$ cat src/rtl/wts_i2s_out.sv
// ---------------------------------------------------------------------------
// wts_i2s_out
//
// Stereo serial audio transmitter for the wave table sound core. The 12-bit
// left/right mix samples are widened to 16 bits (in12 << 4, sign preserved)
// and shifted out MSB first as a continuous 32-slot frame (16 left, 16 right).
// Bit clock and word select are derived from clk; one new sample pair is
// captured per frame.
//
// Build option:
//   WTS_I2S_LJ_EN  defined   -> left-justified: data bit leaves in the same
//                               slot as its lrclk edge (no delay flop).
//                  undefined -> standard I2S: data lags lrclk by one bclk.
//
// Parameters:
//   CLK_DIV      clk cycles per bclk half-period (1..255)
//
// Ports:
//   clk          system clock, rising edge
//   reset        asynchronous, active-high reset
//   enable       1 = run, 0 = idle (frame abandoned, state cleared)
//   left_in      left sample, two's complement, read only at frame capture
//   right_in     right sample, two's complement, read only at frame capture
//   i2s_bclk     bit clock
//   i2s_lrclk    word select, 0 = left slot, 1 = right slot
//   i2s_sdata    serial data, MSB first, changes with bclk falling
//   frame_start  one-clk pulse on each sample capture
// ---------------------------------------------------------------------------
module wts_i2s_out #(
  parameter int unsigned CLK_DIV = 4
) (
  input  logic        clk,
  input  logic        reset,
  input  logic        enable,
  input  logic [11:0] left_in,
  input  logic [11:0] right_in,
  output logic        i2s_bclk,
  output logic        i2s_lrclk,
  output logic        i2s_sdata,
  output logic        frame_start
);

  localparam logic [7:0] DIV_LAST = 8'(CLK_DIV - 1);

  logic [7:0]  div_q,   div_d;
  logic        bclk_q,  bclk_d;
  logic [4:0]  slot_q,  slot_d;
  logic        lrclk_q, lrclk_d;
  logic        sdata_q, sdata_d;
  logic        fs_q,    fs_d;
  logic [31:0] shreg_q, shreg_d;
`ifndef WTS_I2S_LJ_EN
  logic        dly_q,   dly_d;
`endif
  logic        word_bit;

  always_comb begin
    div_d    = div_q;
    bclk_d   = bclk_q;
    slot_d   = slot_q;
    lrclk_d  = lrclk_q;
    sdata_d  = sdata_q;
    fs_d     = 1'b0;
    shreg_d  = shreg_q;
`ifndef WTS_I2S_LJ_EN
    dly_d    = dly_q;
`endif
    word_bit = 1'b0;

    if (!enable) begin
      // Idle has priority over everything, including a capture on this edge.
      div_d   = '0;
      bclk_d  = 1'b0;
      slot_d  = 5'd31;
      lrclk_d = 1'b0;
      sdata_d = 1'b0;
      shreg_d = '0;
`ifndef WTS_I2S_LJ_EN
      dly_d   = 1'b0;
`endif
    end else if (div_q == DIV_LAST) begin
      div_d  = '0;
      bclk_d = ~bclk_q;
      if (bclk_q) begin
        // Falling toggle: advance slot, capture on the 31 -> 0 wrap.
        slot_d = slot_q + 5'd1;
        if (slot_q == 5'd31) begin
          shreg_d = {left_in, 4'h0, right_in, 4'h0};
          fs_d    = 1'b1;
        end
        lrclk_d = slot_d[4];
        // Word bit for slot s is bit (31 - s); ~s is the same in 5 bits.
        // Uses shreg_d so slot 0 sees the word captured on this very edge.
        word_bit = shreg_d[~slot_d];
`ifdef WTS_I2S_LJ_EN
        sdata_d = word_bit;
`else
        sdata_d = dly_q;
        dly_d   = word_bit;
`endif
      end
    end else begin
      div_d = div_q + 8'd1;
    end
  end

  always_ff @(posedge clk or posedge reset) begin
    if (reset) begin
      div_q   <= '0;
      bclk_q  <= 1'b0;
      slot_q  <= 5'd31;
      lrclk_q <= 1'b0;
      sdata_q <= 1'b0;
      fs_q    <= 1'b0;
      shreg_q <= '0;
`ifndef WTS_I2S_LJ_EN
      dly_q   <= 1'b0;
`endif
    end else begin
      div_q   <= div_d;
      bclk_q  <= bclk_d;
      slot_q  <= slot_d;
      lrclk_q <= lrclk_d;
      sdata_q <= sdata_d;
      fs_q    <= fs_d;
      shreg_q <= shreg_d;
`ifndef WTS_I2S_LJ_EN
      dly_q   <= dly_d;
`endif
    end
  end

  assign i2s_bclk    = bclk_q;
  assign i2s_lrclk   = lrclk_q;
  assign i2s_sdata   = sdata_q;
  assign frame_start = fs_q;

endmodule

$ cat config.mk
export PLATFORM = sky130hd
export DESIGN_NAME = wts_i2s_out
export DESIGN_NICKNAME = d
export VERILOG_FILES = /design/src/rtl/wts_i2s_out.sv
export SDC_FILE = /design/constraint.sdc
export NUM_CORES = 1
export LEC_CHECK = 0
export CORE_UTILIZATION = 55
export DETAILED_ROUTE_END_ITERATION = 8
export PLACE_DENSITY = 0.89
export SYNTH_ARGS = -nofsm -noshare
export SYNTH_HDL_FRONTEND = slang
export SYNTH_SLANG_ARGS = --single-unit
$ cat constraint.sdc
create_clock -name clk -period 6.3 [get_ports clk]
set_input_delay 1.26 -clock clk [delete_from_list [all_inputs] [get_ports clk]]
set_output_delay 1.26 -clock clk [all_outputs]
set_load 0.005 [all_outputs]
# ---- Word level (Yosys, flattened, before mapping)
# Index checks and enable logic that the tools add are counted.
# W data, S select, Z words.
dict set report classes {
  addsub 2
  n_lt_le_gt_ge 1
  n_eq_ne 4
  mux 29
  bitwise_logic 2
  reduce_logical 1
}
# operator n
set op_table {}
lappend op_table {{$mux W32} 7}
lappend op_table {{$mux W1} 16}
lappend op_table {{$mux W8} 2}
lappend op_table {{$mux W5} 3}
lappend op_table {{$add A8 B1 Y8 const B} 1}
lappend op_table {{$eq A8 B2 Y1 const B} 1}
lappend op_table {{$lt A5 B6 Y1 const B} 1}
lappend op_table {{$add A5 B1 Y5 const B} 1}
lappend op_table {{$bmux W1 S5} 1}
lappend op_table {{$eq A5 B5 Y1 const B} 1}
lappend op_table {{$not A5 Y5} 1}
lappend op_table {{$ne A2 B1 Y1 const B} 2}
lappend op_table {{$reduce_and A2 Y1} 1}
lappend op_table {{$not A1 Y1} 1}
dict set report totals {
  ff_bits 50
  input_bits 27
  output_inout_bits 4
  word_cells 47
}

# ---- Longest topological paths before layout
# Gate-level depths: netlist (run 1).
dict set report logic_depth {
  depth_word 10
  depth_mapped 9
  ltp_nobuf 8
}

# ---- Worst setup path before layout (run 1)
# OpenSTA, ideal clock, no wires.
dict set report synth_timing {
  path_kind {register to register}
  start {reg slot_q[0]}
  end {reg dly_q}
  setup_time_ns 0.122
  arrival_time_ns 2.734
  required_ns 6.178
  setup_slack_ns 3.445
  path_stages_with_launch 10
  path_buffers 1
  period_less_slack_ns 2.855
  path_cell_list {dfstp_2 > ha_1 > and3_1 > ha_1 > buf_6 > mux4_1 > mux2_2 > a2111oi_2 > o21ai_1 > a32o_1}
}
dict set report synth_between {
  elab_chain_len 10
  word_cells_on_any_way 12
  classes_between {1 x add/sub; 1 x eq/ne; 9 x mux; 1 x bitwise}
}
# element line_no
set synth_rtl {}
lappend synth_rtl {{start: declaration} 47} ;# logic [4:0] slot_q, slot_d;
lappend synth_rtl {{start signal: assignment} 122} ;# slot_q <= slot_d;
lappend synth_rtl {{$eq A5 B5 Y1} 87} ;# if (slot_q == 5'd31) begin
lappend synth_rtl {{$mux W32} 87}
lappend synth_rtl {{$mux W32} 84} ;# if (bclk_q) begin
lappend synth_rtl {{$mux W32} 81} ;# end else if (div_q == DIV_LAST) begin
lappend synth_rtl {{$mux W32} 70} ;# if (!enable) begin
lappend synth_rtl {{$bmux W1 S5 *} 94} ;# word_bit = shreg_d[~slot_d];
lappend synth_rtl {{$mux W1 (not written as such) *} 94}
lappend synth_rtl {{$mux W1 *} 84}
lappend synth_rtl {{$mux W1 *} 81}
lappend synth_rtl {{$mux W1 *} 70}
lappend synth_rtl {{end signal: assignment} 128} ;# dly_q <= dly_d;
lappend synth_rtl {{end: declaration} 53} ;# logic dly_q, dly_d;
# Mark *: on every way between the ends. The rest lies on a longest branch, timed or not. The select of a mux whose other input is x is not followed.
# A chain may end at the register's enable or synchronous reset.

# ---- Final worst setup path (run 1)
# Ends and elaborated chain as after synthesis.

==> results of run 1 <==
==> synth_stat cells (2+ instances only) <==
cell type and instances:
ha_1 4, mux4_1 10, buf_2 3, mux2i_1 24, and3_1 4, inv_1 2, xor2_1 6, nor3_1 2
buf_1 2, dfrtp_1 45, a21oi_1 4, nor2_1 35, mux4_2 5, clkbuf_1 3, mux2_2 3, nand2_1 17
dfstp_2 5, nand3_1 8, and2_1 9, xnor2_1 6
==> where the power goes <==
part | switching (mW) | internal (mW) | total (mW) | leakage (nW)
registers | 0.00351 | 0.325 | 0.328 | 0.679
logic | 0.0274 | 0.0319 | 0.0593 | 0.763
clock network | 0.109 | 0.117 | 0.226 | 0.0579
==> layer usage <==
| metal | vias to the layer above | wire length (µm) |
|---|---|---|
| met5 | - | 0 |
| met3 | 10 | 224 |
| li1 | 789 | - |
| met4 | 0 | 105 |
| met1 | 846 | 2270 |
| met2 | 57 | 2340 |
==> worst max-delay path: stages (launching register included) <==
cell and delay (ps):
dfstp_2 740, ha_1 260, and3_1 190, ha_1 590
mux4_1 670, mux4_2 480, or2_1 220, a32o_1 260
==> per-stage QoR <==
stage / hold slack, ps / setup WS (ps) / total power [mW] / utilization
3_5_place_dp: 469 / 2770 / 0.393 / 0.653
3_3_place_gp: 465 / 2910 / 0.392 / 0.653
2_1_floorplan: 447 / 3440 / 0.367 / -
5_1_grt: 501 / 2600 / 0.636 / 0.678
6_report: 497 / 2770 / 0.613 / 0.678
4_1_cts: 495 / 2760 / 0.617 / 0.678
==> area by class of cell <==
cell class	instances	area, µm²
clock buffers	5	68.8
repair buffers	31	308
inverters	2	7.51
clock inverters	3	40.0
fillers	325	1410
multi-input cells	146	1230
flip-flops and latches	50	1260
well taps	52	65.1
==> flip-flops by register name, summed over array words and instances (netlist names) <==
name	count
shreg_q	32
i2s_bclk	1
slot_q	5
dly_q	1
i2s_sdata	1
frame_start	1
i2s_lrclk	1
div_q	8
==> how the worst max path moves through the flow <==
stage                        to  depth (start not counted)
after CTS                 dly_q                          8
after global placement    dly_q                          8
after detailed placement  dly_q                          8
after floorplan           dly_q                          9
final                     dly_q                          7
after global routing      dly_q                          7
==> kinds of logic (layout without fill, tap and decap cells) <==
kind of cell | after synthesis | after routing
flops | 50 | 50
xor+xnor | 12 | 12
buf+inv | 11 | 41
compound gates | 9 | 9
mux | 42 | 42
fa+ha+maj | 4 | 4
simple gates | 79 | 79
==> results.md, run 1 <==
- Status: completed
- Post-CTS resize count: 0
- Worst-margin pin slew: about 1000 ps
- Worst-case vdd ir drop: roughly 0.13 mV
- Mux cell area share after synthesis: 0.256
- IO Count: 31
- Final hold vios: 0
- Cell area after synthesis: 0.00254 mm²
- Yosys top cell by area: dfrtp_1
- DPL Wire Length: 3280 µm
- All-Layer GR Usage: 0.230
- Post-synth EDFFs: 0
- Final ANT Viol Nets: 0
- Syn nets: between 200 and 250
- DRC Markers: 0
- Cts bufs inserted: 5
- Critical path launch point type: register
- Drt wl/cell: between 15 and 20 µm
- Most common cell after layout, fill and taps aside: dfrtp_1
- Die Ht: approximately 70 µm
- Critical path arrival: about 3700 ps
- Total Wirelength: 4940 µm
- Dominant synthesized flop cell: dfrtp_1
- Clock Skew: 5.13 ps
- RSZ-0062 raised after global routing: false
- Yosys cell types: 30
- Initial antenna violation count: 0
- Clock root buffer master: clkbuf_8
- Final instance area: 0.00297 mm²
- Hold crit path type: reg2reg
- Die ar.: 0.00489 mm²
- CTS clk-pin slew, worst paths: 90 ps
- Overflow after GRT: 0
- Clock tree buffer depth: 2
- Worst Setup End Kind: register
- Yosys warns: 0
- Clock Sink Count: 50
- First-pass DRT Iterations: 4
- Vias: 1,702
- # Max-Cap Violations: 0
- Hold path cells: 1
- Largest family of logic cells by synthesized area: multiplexers
- Post-synthesis xor/xnor area fraction: 0.0414
- Max Slew Vio Count: 0
- Hold Path Origin: shreg_q[3]
- Top cells by area, synth: dfrtp_1 (44%), mux4_1 (10%), mux2i_1 (9.5%)
- Final Non-Filler Cells: 289
- Mapped Avg Cell Area: approximately 12 µm²
- Worst Hold End: shreg_q[3]
- Rel. slew slack: 0.311
- Fin crit share: 0.561
- Global route hottest layer: met2
- Final Net Count: 267
- Ys async rst share: 1.00
- Post-synth top area share: 0.444
- Share of cells above drive strength 1: 0.101
- Worst-skew pair later-pin latency: 310 ps
- Hold-fix buffers, CTS: 0
- First-pass GRT wire length: 8590 µm
- Synth Area in Simple Gates: 0.141
- Met1 GRT Util: 0.317
- FF-to-FF setup slack: 2770 ps
- Crit path kind: reg2reg
- LEAKAGE: 1.50 nW
- R2r startpoint: slot_q[0]
- GRT met3 Usage: 0.0433
- Routability cong.: 0.777
- Achievable Freq: 283 MHz
- H-tree Lvls: 2
- Compound-Gate Fraction of Synth Area: 0.0252
- Core area: 0.00438 mm²
- CTS tree: yes
- Post-Synth Adder-Cell Area: 0.0197
- Placed cells: 281
- Ant diodes: 0
- Starting Density: 0.578
- Worst flop-to-flop path endpoint: dly_q
- Port Buf Inserts: 30
- Data required, critical path: 6500 ps
- Area delta synth->final: 17.2%
- R2R cell count: 7
- P per Cell Area: just over 200 mW/mm²
- Synth Instances: between 200 and 250
- Final setup viols: 0
- Most frequent cells in the layout: dfrtp_1 (45), nor2_1 (35), clkdlybuf4s50_1 (30)
- Die X: 69.9 µm
- Global-route track usage on met2: 0.360
- Routed vias/inst: 5.89
- Placed cell area: 0.00286 mm²
- Minimum clock period: 3530 ps
- Setup TNS Final: 0 ps
- Standard-cell row count: 24
- Initial DRC Count: between 100 and 150
- Post-CTS Setup Inserts: 0
- Max FO, Critical Path: 13
- Post-synthesis register bit count: 50
- Fraction of the yosys area taken by sequential cells: 0.496
- Largest net degree at the start of global routing: 51
- Crit path from: slot_q[0]
- Vias in the first global route: 1,758
Power figures use the tool's default switching activity.
==> run 2: changes to the inputs <==
clock period = 3.51 ns   (was 6.3 ns; I/O delays follow)
==> results.md, run 2 (synthesized netlist as in run 1, its figures left out) <==
- Port Buf Inserts: 30
- Largest reg by FF count: shreg_q
- First-pass GRT wire length: 8270 µm
- Final setup viols: 0
- CTS tree: yes
- Data required, critical path: 3700 ps
- Routed vias/inst: roughly 5.8
- Area delta synth->final: 17.2%
- Max FO, Critical Path: 9
- Total Wirelength: 4710 µm
- Clock Skew: 9.47 ps
- Final WS setup: between 300 and 400 ps
- Worst Hold End: div_q[0]
- H-tree Lvls: 2
- Drt wl/cell: 16.1 µm
- DRC Markers: 0
- Die ar.: 0.00489 mm²
- Worst-path cell chain: ha_1 > and3_1 > ha_1 > buf_4 > mux4_1 > nor3b_1 > a2111oi_2 > o21ai_1 > a32o_1
- Achievable Freq: 312 MHz
- Fin crit share: 0.915
- FF-to-FF setup slack: 300 ps
- Critical path arrival: about 3400 ps
- IO Count: 31
- Most common cell after layout, fill and taps aside: dfrtp_1
- CTS clk-pin slew, worst paths: roughly 90 ps
- Final ANT Viol Nets: 0
- Crit path max-delay cell type: dfstp_2
- CP bufs+invs: 1
- P per Cell Area: 344 mW/mm²
- Vias: approximately 1,700
- Worst-skew pair later-pin latency: 300 ps
- Post-CTS Setup Inserts: 0
- Largest net degree at the start of global routing: 51
- DPL Wire Length: 3350 µm
- Setup TNS Final: 0 ps
- Most frequent cells in the layout: dfrtp_1 (45), nor2_1 (35), clkdlybuf4s50_1 (30)
- Hold Path Origin: div_q[0]
- Rel. slew slack: 0.333
- Crit path largest cell delay: 550 ps
- Hold crit path type: reg2reg
- RSZ-0062 raised after global routing: false
- Worst-margin pin slew: 998 ps
- Final hold vios: 0
- Hold path cells: 1
- Post-CTS resize count: 0
- Initial DRC Count: 88
- Tot Pwr: 1.02 mW
- Die X: 69.9 µm
- Initial antenna violation count: 0
- Cts bufs inserted: 5
- Critical path launch point type: register
- Clock root buffer master: clkbuf_8
- Clock Sink Count: 50
- Largest registers: shreg_q x32, div_q x8, slot_q x5
- Final Net Count: 270
- First-pass DRT Iterations: 4
- # Max-Cap Violations: 0
- R2R cell count: 9
- Status: completed
- Delay-heaviest family, CP: compound AO/OA/AOI/OAI gates
- Vias in the first global route: 1,737
- Die Ht: 69.9 µm
- Hold-fix buffers, CTS: 0
- Overflow after GRT: 0
- Max Slew Vio Count: 0
- Clock tree buffer depth: 2
- LEAKAGE: between 1.5 and 2 nW
- Starting Density: 0.578
- Minimum clock period: 3210 ps
- Routability cong.: ~0.79
- Worst flop-to-flop path endpoint: dly_q
- R2r startpoint: slot_q[1]
- Placement Setup Slack: around 360 ps
- Crit path kind: reg2reg
- Number of flip-flops in the largest register: 32
- All-Layer GR Usage: 0.218
- Ant diodes: 0
- Worst Setup End Kind: register
- Share of cells above drive strength 1: 0.108
- Core area: 0.00438 mm²
- Most frequent cell on the critical path: ha_1
- Worst-case vdd ir drop: around 0.28 mV
- Standard-cell row count: 24
[run 2: area by class of cell]
type,instances,area (µm²)
clock buffers,6,72.6
clock inverters,2,13.8
fillers,332,1410
inverters,2,7.51
multi-input cells,146,1230
flip-flops and latches,50,1260
well taps,52,65.1
repair buffers,34,330
[run 2: where the power goes]
group / total [mW] / internal, mW / switching, mW
sequential: 0.588 / 0.582 / 0.00542
combinational: 0.109 / 0.0589 / 0.0499
clock: 0.326 / 0.141 / 0.185
total: 1.02 / 0.782 / 0.240
[run 2: worst max-delay path by stage]
stage,slack [ps],cells after the start,start,end
floorplan,650,9,slot_q[0],dly_q
global placement,430,9,slot_q[1],dly_q
detailed placement,360,9,slot_q[1],dly_q
CTS,320,9,slot_q[1],dly_q
global route,160,9,slot_q[1],dly_q
finish,300,9,slot_q[1],dly_q
[run 2: metrics by stage]
step           cell area [µm²]  hold slack, ps  std cells   util
3_3_place_gp              2890             463        284  0.658
2_1_floorplan             2540             447        207      -
5_1_grt                   2970             515        292  0.678
6_report                  2970             486        292  0.678
3_5_place_dp              2890             474        284  0.658
4_1_cts                   2970             487        292  0.678
[run 2: metal layers]
metal | up-vias | GRT usage | wire length, µm
met5 | - | 0 | 0
met2 | 47 | 0.339 | 2260
li1 | 801 | - | -
met4 | 0 | 0.0667 | 46
met3 | 6 | 0.0346 | 182
met1 | 844 | 0.319 | 2220
